### src/rtl/hci_core_mux_static_ctrl.sv
`default_nettype none
// +--------------------------------------------------------------------------+
// | hci_core_mux_static_ctrl: ownership, select and outstanding-count control |
// | for a static HCI core mux.                              Revision: 1.0    |
// +--------------------------------------------------------------------------+
module hci_core_mux_static_ctrl #(
  parameter int NB_CHAN         = 2,
  parameter int MAX_OUTSTANDING = 8,
  parameter int WRITE_RESP      = 0,
  localparam int SEL_W = $clog2(NB_CHAN-1)+1,
  localparam int CNT_W = $clog2(MAX_OUTSTANDING+1)
) (
  input  logic               clk_i,
  input  logic               rst_i,
  input  logic [NB_CHAN-1:0] own_req_i,
  output logic [NB_CHAN-1:0] own_gnt_o,
  output logic [SEL_W-1:0]   sel_o,
  output logic               issue_en_o,
  input  logic               out_req_i,
  input  logic               out_gnt_i,
  input  logic               out_wen_i,
  input  logic               out_r_valid_i,
  input  logic               out_r_ready_i,
  output logic               busy_o,
  output logic               err_o
);

  localparam logic [CNT_W-1:0] CNT_MAX   = CNT_W'(MAX_OUTSTANDING);
  localparam logic [SEL_W-1:0] LAST_CHAN = SEL_W'(NB_CHAN-1);
  localparam logic             COUNT_WR  = (WRITE_RESP != 0);

  typedef enum logic [1:0] {
    IDLE  = 2'd0,
    OWNED = 2'd1,
    DRAIN = 2'd2
  } state_t;

  state_t             state;
  logic [CNT_W-1:0]   cnt;
  logic [SEL_W-1:0]   rr_ptr;

  logic               owner_req;
  logic               win_any;
  logic               hi_found;
  logic [SEL_W-1:0]   hi_idx;
  logic [SEL_W-1:0]   lo_idx;
  logic [SEL_W-1:0]   win_idx;
  logic [SEL_W-1:0]   rr_next;
  logic [NB_CHAN-1:0] win_oh;
  logic               inc;
  logic               dec;
  logic               cnt_zero;
  logic               cnt_full;

  always_comb begin
    owner_req = 1'b0;
    for (int k = 0; k < NB_CHAN; k++) begin
      if (sel_o == SEL_W'(k)) owner_req = own_req_i[k];
    end
  end

  // Descending scan so the lowest matching index wins: hi_idx is the first
  // request at/after rr_ptr, lo_idx the first overall (used on wrap).
  always_comb begin
    hi_found = 1'b0;
    hi_idx   = '0;
    lo_idx   = '0;
    for (int k = NB_CHAN-1; k >= 0; k--) begin
      if (own_req_i[k]) begin
        lo_idx = SEL_W'(k);
        if (SEL_W'(k) >= rr_ptr) begin
          hi_found = 1'b1;
          hi_idx   = SEL_W'(k);
        end
      end
    end
    win_any = |own_req_i;
    win_idx = hi_found ? hi_idx : lo_idx;
    rr_next = (win_idx == LAST_CHAN) ? '0 : win_idx + SEL_W'(1);
    for (int k = 0; k < NB_CHAN; k++) begin
      win_oh[k] = (win_idx == SEL_W'(k));
    end
  end

  assign inc      = out_req_i & out_gnt_i & (out_wen_i | COUNT_WR);
  assign dec      = out_r_valid_i & out_r_ready_i;
  assign cnt_zero = (cnt == '0);
  assign cnt_full = (cnt == CNT_MAX);

  assign issue_en_o = (state == OWNED) & ~cnt_full & owner_req;
  assign busy_o     = (state != IDLE) | ~cnt_zero;

  always_ff @(posedge clk_i) begin
    if (rst_i) begin
      state     <= IDLE;
      sel_o     <= '0;
      own_gnt_o <= '0;
      cnt       <= '0;
      rr_ptr    <= '0;
      err_o     <= 1'b0;
    end else begin
      if ((out_req_i && state != OWNED) || (dec && cnt_zero) ||
          (inc && !dec && cnt_full)) begin
        err_o <= 1'b1;
      end

      // Saturating count; simultaneous issue and return cancel out.
      if (inc && !dec && !cnt_full) begin
        cnt <= cnt + CNT_W'(1);
      end else if (dec && !inc && !cnt_zero) begin
        cnt <= cnt - CNT_W'(1);
      end

      case (state)
        IDLE: begin
          if (win_any) begin
            state     <= OWNED;
            sel_o     <= win_idx;
            own_gnt_o <= win_oh;
            rr_ptr    <= rr_next;
          end
        end
        OWNED: begin
          if (!owner_req) begin
            own_gnt_o <= '0;
            state     <= (cnt_zero && !dec) ? IDLE : DRAIN;
          end
        end
        DRAIN: begin
          if (cnt_zero) state <= IDLE;
        end
        default: begin
          state     <= IDLE;
          own_gnt_o <= '0;
        end
      endcase
    end
  end

endmodule
`default_nettype wire

### config.mk
export PLATFORM = sky130hd
export DESIGN_NAME = hci_core_mux_static_ctrl
export DESIGN_NICKNAME = d
export VERILOG_FILES = /design/src/rtl/hci_core_mux_static_ctrl.sv
export SDC_FILE = /design/constraint.sdc
export NUM_CORES = 1
export LEC_CHECK = 0
export BUFFER_PORTS_ARGS = -buffer_cell sky130_fd_sc_hd__buf_2
export CAP_MARGIN = 20
export CORE_AREA = 4 4 41 43
export DETAILED_ROUTE_END_ITERATION = 7
export DIE_AREA = 0 0 45 47
export GPL_TIMING_DRIVEN = 0
export PLACE_DENSITY = 0.82
export SYNTH_ARGS = -nofsm -noshare
export SYNTH_HDL_FRONTEND = slang
export SYNTH_SLANG_ARGS = --single-unit
### constraint.sdc
create_clock -name clk_i -period 3.1 [get_ports clk_i]
set_input_delay 0.155 -clock clk_i [delete_from_list [all_inputs] [get_ports clk_i]]
set_output_delay 0.155 -clock clk_i [all_outputs]
set_load 0.01 [all_outputs]
==> results of run 1 <==
[kinds of logic after synthesis]
kind of cell,Yosys count
AND/OR/NAND/NOR,38
AO/OA/AOI/OAI,21
flip-flops,11
adder cells (fa/ha/maj),3
XOR/XNOR,2
buffers and inverters,2
multiplexers,2
[area by class of cell]
cell class                 count  area [um^2]  area share
buffer                         1         3.75     0.00485
clock buffer                   4         26.3      0.0340
inverter                       1         3.75     0.00485
multi-input combinational     66          430       0.557
sequential                    11          220       0.285
tap                           15         18.8      0.0243
timing repair buffer          14         70.1      0.0906
[per-layer routing]
metal  vias to the layer above  GRT usage  share of wire
li1                        325          -              -
met1                       277      0.218           0.48
met2                        13      0.251           0.45
met3                         5     0.0345          0.039
met4                         0      0.140          0.032
met5                         -          0              0
[through the flow]
stage	setup slack (ns)	hold slack, ns	total power [uW]
after floorplan	1.17	0.326	269
after global placement	1.04	0.442	302
after detailed placement	0.945	0.443	307
after CTS	0.937	0.190	410
after global routing	0.804	0.242	435
final	0.939	0.189	405
[sequential cells by signal (all words and copies together) (netlist names)]
name       cells
rr_ptr         1
err_o          1
own_gnt_o      2
state          2
sel_o          1
cnt            4
[cell usage after synthesis, drive strengths merged, types with 2 or more instances]
| cell | number | area (um^2) |
|---|---|---|
| a211oi | 2 | 15.0 |
| a21oi | 11 | 55.1 |
| and2 | 2 | 12.5 |
| dfxtp | 11 | 220 |
| ha | 2 | 25.0 |
| nand2 | 11 | 41.3 |
| nand2b | 3 | 18.8 |
| nand3 | 5 | 25.0 |
| nor2 | 7 | 26.3 |
| nor3 | 2 | 21.3 |
| nor4 | 2 | 12.5 |
| o21ai | 2 | 10.0 |
| xnor2 | 2 | 17.5 |
[worst min-delay path: cells and delay by family]
family / cells / cell delay, ns
compound gates: 2 / 0.18
buf+inv: 1 / 0.10
[power by group through the flow]
| stage | Sequential, uW | Combinational [uW] | Clock, uW |
|---|---|---|---|
| after floorplan | 181 | 88.7 | 0 |
| after global placement | 182 | 120 | 0 |
| after detailed placement | 183 | 124 | 0 |
| after CTS | 179 | 124 | 106 |
| after global routing | 183 | 143 | 110 |
| final | 179 | 124 | 102 |
[path summary, 6_finish.rpt]
path	start	end	slack (ns)	depth (start not counted)
max	cnt[0]$_SDFFE_PP0P_	cnt[3]$_SDFFE_PP0P_	0.94	8
min	out_req_i	err_o$_SDFFE_PP0P_	0.19	3
max reg2reg	cnt[0]$_SDFFE_PP0P_	cnt[3]$_SDFFE_PP0P_	0.94	8
min reg2reg	own_gnt_o[1]$_SDFFE_PP0P_	own_gnt_o[1]$_SDFFE_PP0P_	0.45	2
==> out/metrics.yaml, run 1 <==
slew_violations: 0
cts_resized: 0
area.growth.synth_to_final_pct: 17.5
die_w_um: 45
final_common_cell: "buf_2"
place_congestion: 0.780
cp_num_buf_inv: 0
cpPeakStageDelay_ns: 0.40
grt_pass1_vias: 574
critPathTopFamily: "simple AND/OR/NAND/NOR gates"
finalHoldViolCount: 0
drive_gt1_frac: 0.237
synth_top_family_by_area: "simple AND/OR/NAND/NOR gates"
worst_pin_slew_ns: 0.490
antennaDiodeCount: 0
stdcell_count: 112
h-tree-depth: 1
leakagePower_uw: 0.000322
rsz0062_at_grt: "no"
wl_per_cell_um: 13.1
vias: 620
synth_cells: 79
synthSimpleGateAreaFrac: 0.312
track_usage: 0.172
die_h_um: 47
wirelength_mm: 1.47
critical_path_peak_fanout: 7
nets: 110
port_buffers: 14
maxCapViolCount: 0
cp.arrival_ns: 2.34
power.switching_uw: 137
design_area_um2: 773
syn-cell-area_um2: 658
intPower_uw: 268
hold_class: "in -> reg"
grt_start_max_net_pins: 11
tns_ns: 0
yosysSeqAreaShare: 0.335
clk_pin_slew_worst_paths_ns: 0.08
fin_crit_sh: 0.697
synth_compound_area_frac: 0.198
synth_flop_cell: "dfxtp_1"
ctsHoldBuffers: 0
synth_xor_xnor_area_share: 0.0266
tritoncts: "built"
finalCoreUtilization: 0.594
ant_nets: 0
syn_nets: 91
slew_headroom: 0.670
synth.avg_cell_area_um2: 8.33
rows: 13
cts_setup_buffers: 0
yosys_warnings: 0
power_frac_seq: 0.442
dp_hpwl_mm: 1.11
cp-end-kind: "register"
synthMuxAreaShare: 0.0494
cts-root-buf: "clkbuf_4"
synth_cell_type_count: 31
cp_common_cell: "nand2_1"
cts.path.max_buffers: 2
yosys_register_bits: 11
viasPerCell: 5.54
start_util: 0.506
dieArea_um2: 2120
p_clk_frac: 0.252
coreArea_um2: 1300
critPathKind: "reg -> reg"
synthAdderAreaFrac: 0.0684
finClkSkew_ns: 0.0102
drc: 0
critical_path_required_ns: 3.28
pin_count: 15
clock_sinks: 11
p_per_area_nw_per_um2: 524
layout_common_cells: "buf_2 (14), nand2_1 (11), a21oi_1 (11), dfxtp_1 (11), nor2_1 (7)"
ir_worst_vdd_mv: 0.272
post_dp_cell_area_um2: 747
cp_slowest_cell: "dfxtp_1"
fillers: 132
layout_min_cycle_time_ns: 2.16
insertion_delay_ns: 0.28
antenna_found_initial: 0
cts_buffers: 3
cp-start-kind: "register"
p_comb_frac: 0.307
grt.overflow.total: 0
swShare: 0.339
setup_viol: 0
dr.pass1.iters: 4
cp_cell_sequence: "nor3_4 > nand2_1 > nand2_1 > ha_1 > a21o_2 > a21oi_1 > mux4_2 > and2_1"
placed_cells: 108
drt_iter0_markers: 8
synth_edf_count: 0
status: "completed"
grt_pass1_wl_mm: 2.51
postSynth.asyncResetShare: 0
fmaxAchievable_mhz: 463
Power figures use the tool's default switching activity.
==> run 2, diff against run 1 <==
--- a/config.mk
+++ b/config.mk
@@ -7,11 +7,11 @@
 export LEC_CHECK = 0
 export BUFFER_PORTS_ARGS = -buffer_cell sky130_fd_sc_hd__buf_2
 export CAP_MARGIN = 20
-export CORE_AREA = 4 4 41 43
+export CORE_MARGIN = 4
+export CORE_UTILIZATION = 50
 export DETAILED_ROUTE_END_ITERATION = 7
-export DIE_AREA = 0 0 45 47
 export GPL_TIMING_DRIVEN = 0
-export PLACE_DENSITY = 0.82
+export PLACE_DENSITY = 0.83
 export SYNTH_ARGS = -nofsm -noshare
 export SYNTH_HDL_FRONTEND = slang
 export SYNTH_SLANG_ARGS = --single-unit
==> constraint.sdc (replaced) <==
create_clock -name clk_i -period 2.16 [get_ports clk_i]
set_input_delay 0.108 -clock clk_i [delete_from_list [all_inputs] [get_ports clk_i]]
set_output_delay 0.108 -clock clk_i [all_outputs]
set_load 0.01 [all_outputs]
==> run 2 against run 1 <==
Against the previous run:
- global-route usage increased by 0.80 points
- hold slack got worse by 0.041 ns
- non-clock buffer count increased by 2
- core utilization increased by 7.8 points
- register-to-register slack got worse by 0.83 ns
- clock power increased by 42%
- critical path depth unchanged
- largest power group unchanged
==> out/metrics.yaml, run 2 (same netlist as run 1, synthesis figures left out) <==
grt.overflow.total: 0  # unchanged
cp-end-kind: "register"
place_congestion: 0.812  # +4.1%
reg.largest.list: "cnt (4), own_gnt_o (2), state (2)"
dieArea_um2: 1960  # -7.3%
vias: 657  # +6.0%
critical_path_peak_fanout: 5  # -2
viasPerCell: 5.81  # +5.0%
grt_start_max_net_pins: 11  # unchanged
dr.pass1.iters: 4  # unchanged
leakagePower_uw: 0.000332  # +2.9%
port_buffers: 14  # unchanged
cts_resized: 0  # unchanged
cts_setup_buffers: 0  # unchanged
pin_count: 15  # unchanged
design_area_um2: 787  # +1.8%
rows: 12  # -1
nets: 112  # +1.8%
finalHoldViolCount: 0  # unchanged
drc: 0  # unchanged
wirelength_mm: 1.49  # +1.5%
p_per_area_nw_per_um2: 760  # +45%
min_path_cells: 3  # unchanged
start_util: 0.562  # +0.0562
h-tree-depth: 1  # unchanged
layout_common_cells: "buf_2 (14), nand2_1 (11), a21oi_1 (11), dfxtp_1 (11), nor2_1 (7)"
maxCapViolCount: 0  # unchanged
clk_pin_slew_worst_paths_ns: 0.07  # about the same
fillers: 108  # -18%
tritoncts: "built"
largest_register_ffs: 4  # unchanged
cts_buffers: 3  # unchanged
clock_sinks: 11  # unchanged
ir_worst_vdd_mv: 0.461  # +69%
cts-root-buf: "clkbuf_4"
antenna_found_initial: 0  # unchanged
coreArea_um2: 1170  # -10%
total_power_uw: 598  # +48%
cts.path.max_buffers: 2  # unchanged
post_dp_cell_area_um2: 746  # -0.17%
cp.arrival_ns: 2.22  # -0.12 ns
ctsHoldBuffers: 0  # unchanged
critPathKind: "reg -> reg"
whs_ns: 0.147  # -0.0414 ns
worst_pin_slew_ns: 0.500  # +0.00936 ns
critical_path_required_ns: 2.33  # -0.95 ns
drive_gt1_frac: 0.253  # +0.0154
slew_headroom: 0.664  # -0.00630
die_w_um: 44.3  # -1.6%
ant_nets: 0  # unchanged
cp-start-kind: "register"
fmaxAchievable_mhz: 488  # +5.4%
antennaDiodeCount: 0  # unchanged
wl_per_cell_um: 13.2  # +0.60%
status: "completed"
insertion_delay_ns: 0.28  # about the same
die_h_um: 44.3  # -5.8%
track_usage: 0.180  # +0.00804
slew_violations: 0  # unchanged
fin_crit_sh: 0.949  # +0.252
hold_class: "in -> reg"
grt_pass1_vias: 581  # +1.2%
top_register: "cnt"
setup_viol: 0  # unchanged
final_common_cell: "buf_2"
finClkSkew_ns: 0.00927  # -0.000931 ns
grt_pass1_wl_mm: 2.44  # -2.7%
worst_r2r_path_depth: 8  # unchanged
layout_min_cycle_time_ns: 2.05  # -0.112 ns
area.growth.synth_to_final_pct: 19.6
drt_iter0_markers: 9  # +1
dp_hpwl_mm: 1.09  # -1.1%
run 2: area by class of cell:
type	instances	area (um^2)	share of cell area
Buffer	1	3.75	0.00477
Clock buffer	4	26.3	0.0334
Inverter	1	3.75	0.00477
Multi-Input combinational cell	66	430	0.547
Sequential cell	11	220	0.280
Tap cell	14	17.5	0.0223
Timing Repair Buffer	16	85.1	0.108
run 2: critical path, stage by stage, from the launching register on:
cell,delay [ns]
dfxtp_1,0.38
nor3_4,0.25
nand2_1,0.08
nand2_1,0.13
ha_1,0.25
a21o_2,0.20
a21oi_1,0.16
mux4_2,0.31
and2_1,0.18
run 2: where the power goes:
part           switching (uW)  leakage (uW)  total (uW)  internal, uW
registers                32.9     0.0000907         258           225
logic                    95.2      0.000226         196           100
clock network            72.7     0.0000150         145          71.8
run 2: final timing paths:
path	startpoint	end	slack, ns
setup / recovery	cnt[1]$_SDFFE_PP0P_	cnt[3]$_SDFFE_PP0P_	0.11
hold / removal	out_req_i	err_o$_SDFFE_PP0P_	0.15
setup reg to reg	cnt[1]$_SDFFE_PP0P_	cnt[3]$_SDFFE_PP0P_	0.11
hold reg to reg	own_gnt_o[1]$_SDFFE_PP0P_	own_gnt_o[1]$_SDFFE_PP0P_	0.46
run 2: layer usage:
layer | up-vias | wire length, um | track usage
li1 | 333 | - | -
met1 | 306 | 683 | 0.210
met2 | 14 | 675 | 0.267
met3 | 4 | 92 | 0.0813
met4 | 0 | 38 | 0.108
met5 | - | 0 | 0
run 2: stage by stage:
stage                     TNS [ns]  utilization  worst slack, ns  instances
final                            0        0.672            0.110        113
after global routing       -0.0107        0.672          -0.0107        113
after CTS                        0        0.659          0.00973        111
after detailed placement         0        0.637           0.0227        107
after global placement           0        0.637           0.0864        107
after floorplan                  0            -            0.227         79
==> run 3, diff against run 2 <==
--- a/config.mk
+++ b/config.mk
@@ -7,11 +7,12 @@
 export LEC_CHECK = 0
 export BUFFER_PORTS_ARGS = -buffer_cell sky130_fd_sc_hd__buf_2
 export CAP_MARGIN = 20
-export CORE_MARGIN = 4
-export CORE_UTILIZATION = 50
+export CORE_AREA = 4 4 41 43
+export CTS_BUF_LIST = sky130_fd_sc_hd__clkbuf_4 sky130_fd_sc_hd__clkbuf_8
 export DETAILED_ROUTE_END_ITERATION = 7
+export DIE_AREA = 0 0 45 47
 export GPL_TIMING_DRIVEN = 0
-export PLACE_DENSITY = 0.83
+export PLACE_DENSITY = 0.82
 export SYNTH_ARGS = -nofsm -noshare
 export SYNTH_HDL_FRONTEND = slang
 export SYNTH_SLANG_ARGS = --single-unit
==> run 3 against run 2 <==
Against the previous run:
- cell count is the same
- fmax is 0.96% higher
- sequential share of layout area up 0.089 points
==> out/metrics.yaml, run 3 (same netlist as run 1, synthesis figures left out) <==
grtUsageMet3: 0.0345  # -0.0468
drc: 0  # unchanged
dp_hpwl_mm: 1.11  # +1.2%
reg.largest.list: "cnt (4), own_gnt_o (2), state (2)"
worstHoldEndpoint: "err_o$_SDFFE_PP0P_"
critPathKind: "reg -> reg"
p_comb_frac: 0.311  # -0.016
layout_min_cycle_time_ns: 2.03  # -0.0195 ns
antenna_found_initial: 0  # unchanged
fin_crit_sh: 0.940  # -0.00904
start_util: 0.506  # -0.0562
p_per_area_nw_per_um2: 766  # +0.73%
ir_worst_vdd_mv: 0.412  # -11%
power_frac_seq: 0.427  # -0.005
p_clk_frac: 0.261  # +0.019
grt_start_max_net_pins: 11  # unchanged
cp-end-kind: "register"
regArea_um2: 220  # unchanged
power.switching_uw: 197  # -1.8%
largest_register_ffs: 4  # unchanged
slew_violations: 0  # unchanged
track_usage: 0.173  # -0.00644
coreArea_um2: 1300  # +11%
place_congestion: 0.780  # -4.0%
port_buffers: 14  # unchanged
hold_class: "in -> reg"
grt.overflow.total: 0  # unchanged
top_register: "cnt"
intPower_uw: 404  # +1.5%
ant_nets: 0  # unchanged
clock_sinks: 11  # unchanged
wl_per_cell_um: 13.2  # -0.13%
dieArea_um2: 2120  # +7.9%
die_w_um: 45  # +1.6%
post_dp_cell_area_um2: 747  # +0.17%
placed_cells: 108  # +0.93%
stdcell_count: 113  # unchanged
finalCoreUtilization: 0.603  # -0.0691
rows: 13  # +1
critical_path_peak_fanout: 5  # unchanged
h-tree-depth: 1  # unchanged
cts.path.max_buffers: 2  # unchanged
worst_pin_slew_ns: 0.503  # +0.00295 ns
busiest_layer: "met2"
r2r_slack_ns: 0.13  # +0.02 ns
use_met1: 0.214  # +0.00374
drive_gt1_frac: 0.255  # +0.00258
cts_buffers: 3  # unchanged
pin_count: 15  # unchanged
gr-usage-met2: 0.263  # -0.00473
wirelength_mm: 1.49  # -0.13%
clk_pin_slew_worst_paths_ns: 0.07  # about the same
fmaxAchievable_mhz: 493  # +0.96%
cp.arrival_ns: 2.21  # about the same
area.growth.synth_to_final_pct: 19.2
drt_iter0_markers: 9  # unchanged
min_path_cells: 3  # unchanged
leakagePower_uw: 0.000330  # -0.38%
critical_path_required_ns: 2.34  # about the same
worst_r2r_path_depth: 8  # unchanged
setup_viol: 0  # unchanged
total_power_uw: 601  # +0.41%
antennaDiodeCount: 0  # unchanged
multiInputGateArea_um2: 430  # unchanged
cp-start-kind: "register"
tritoncts: "built"
grt_pass1_wl_mm: 2.53  # +3.7%
nets: 111  # -0.89%
design_area_um2: 785  # -0.32%
tns_ns: 0  # unchanged
layout_common_cells: "buf_2 (14), nand2_1 (11), a21oi_1 (11), dfxtp_1 (11), nor2_1 (7)"
viasPerCell: 5.60  # -3.7%
final_common_cell: "buf_2"
finalHoldViolCount: 0  # unchanged
vias: 633  # -3.7%
slew_headroom: 0.662  # -0.00199
insertion_delay_ns: 0.28  # about the same
dr.pass1.iters: 6  # +2
rsz0062_at_grt: "no"
die_h_um: 47  # +6.1%
r2r-end: "cnt[3]$_SDFFE_PP0P_"
swShare: 0.328  # -0.00743
fillers: 132  # +22%
maxCapViolCount: 0  # unchanged
r2r_start: "cnt[1]$_SDFFE_PP0P_"
min_from: "out_req_i"
finClkSkew_ns: 0.00789  # -0.00137 ns
status: "completed"
cts-root-buf: "clkbuf_4"
grt_pass1_vias: 583  # +0.34%
-- run 3: metrics by stage --
stage / hold slack, ns / worst slack, ns
floorplan: 0.279 / 0.227
global placement: 0.421 / 0.0981
detailed placement: 0.435 / 0.00516
CTS: 0.148 / 0.0479
global route: 0.193 / 0.0414
finish: 0.144 / 0.130
-- run 3: cell type report --
cell class | count | area share
buffer | 1 | 0.00478
clock buffer | 4 | 0.0383
timing repair buffer | 15 | 0.0989
multi-input combinational | 66 | 0.549
sequential | 11 | 0.281
tap | 15 | 0.0239
inverter | 1 | 0.00478
-- run 3: worst max-delay path, cell delays in order (launching register included) --
cell and delay [ns]:
dfxtp_1 0.38, nor3_4 0.21, nand2_1 0.07, nand2_1 0.13
ha_1 0.25, a21o_2 0.21, a21oi_1 0.22, mux4_2 0.32
and2_1 0.16
-- run 3: worst max path at each step --
stage	start	to	cells past startpoint
after floorplan	cnt[0]$_SDFFE_PP0P_	cnt[3]$_SDFFE_PP0P_	8
after global placement	cnt[0]$_SDFFE_PP0P_	cnt[3]$_SDFFE_PP0P_	8
after detailed placement	cnt[0]$_SDFFE_PP0P_	cnt[3]$_SDFFE_PP0P_	8
after CTS	cnt[1]$_SDFFE_PP0P_	cnt[3]$_SDFFE_PP0P_	8
after global routing	cnt[0]$_SDFFE_PP0P_	cnt[3]$_SDFFE_PP0P_	8
final	cnt[1]$_SDFFE_PP0P_	cnt[3]$_SDFFE_PP0P_	8
-- run 3: timing repair --
action,in CTS,in global routing
pin swaps,1,1
hold buffers,0,0
setup buffers,0,1
resized for setup,0,0
endpoints found under the setup margin,1,1
-- run 3: power by group through the flow --
stage	logic, uW	clock network, uW	registers (uW)
floorplan	127	0	259
global placement	172	0	261
detailed placement	178	0	262
CTS	179	163	257
global route	213	168	262
finish	187	157	257
-- run 3: metal layers --
| layer | share of wire | wire length, um |
|---|---|---|
| met1 | 0.47 | 696 |
| met2 | 0.45 | 672 |
| met3 | 0.039 | 58 |
| met4 | 0.039 | 58 |
| met5 | 0 | 0 |
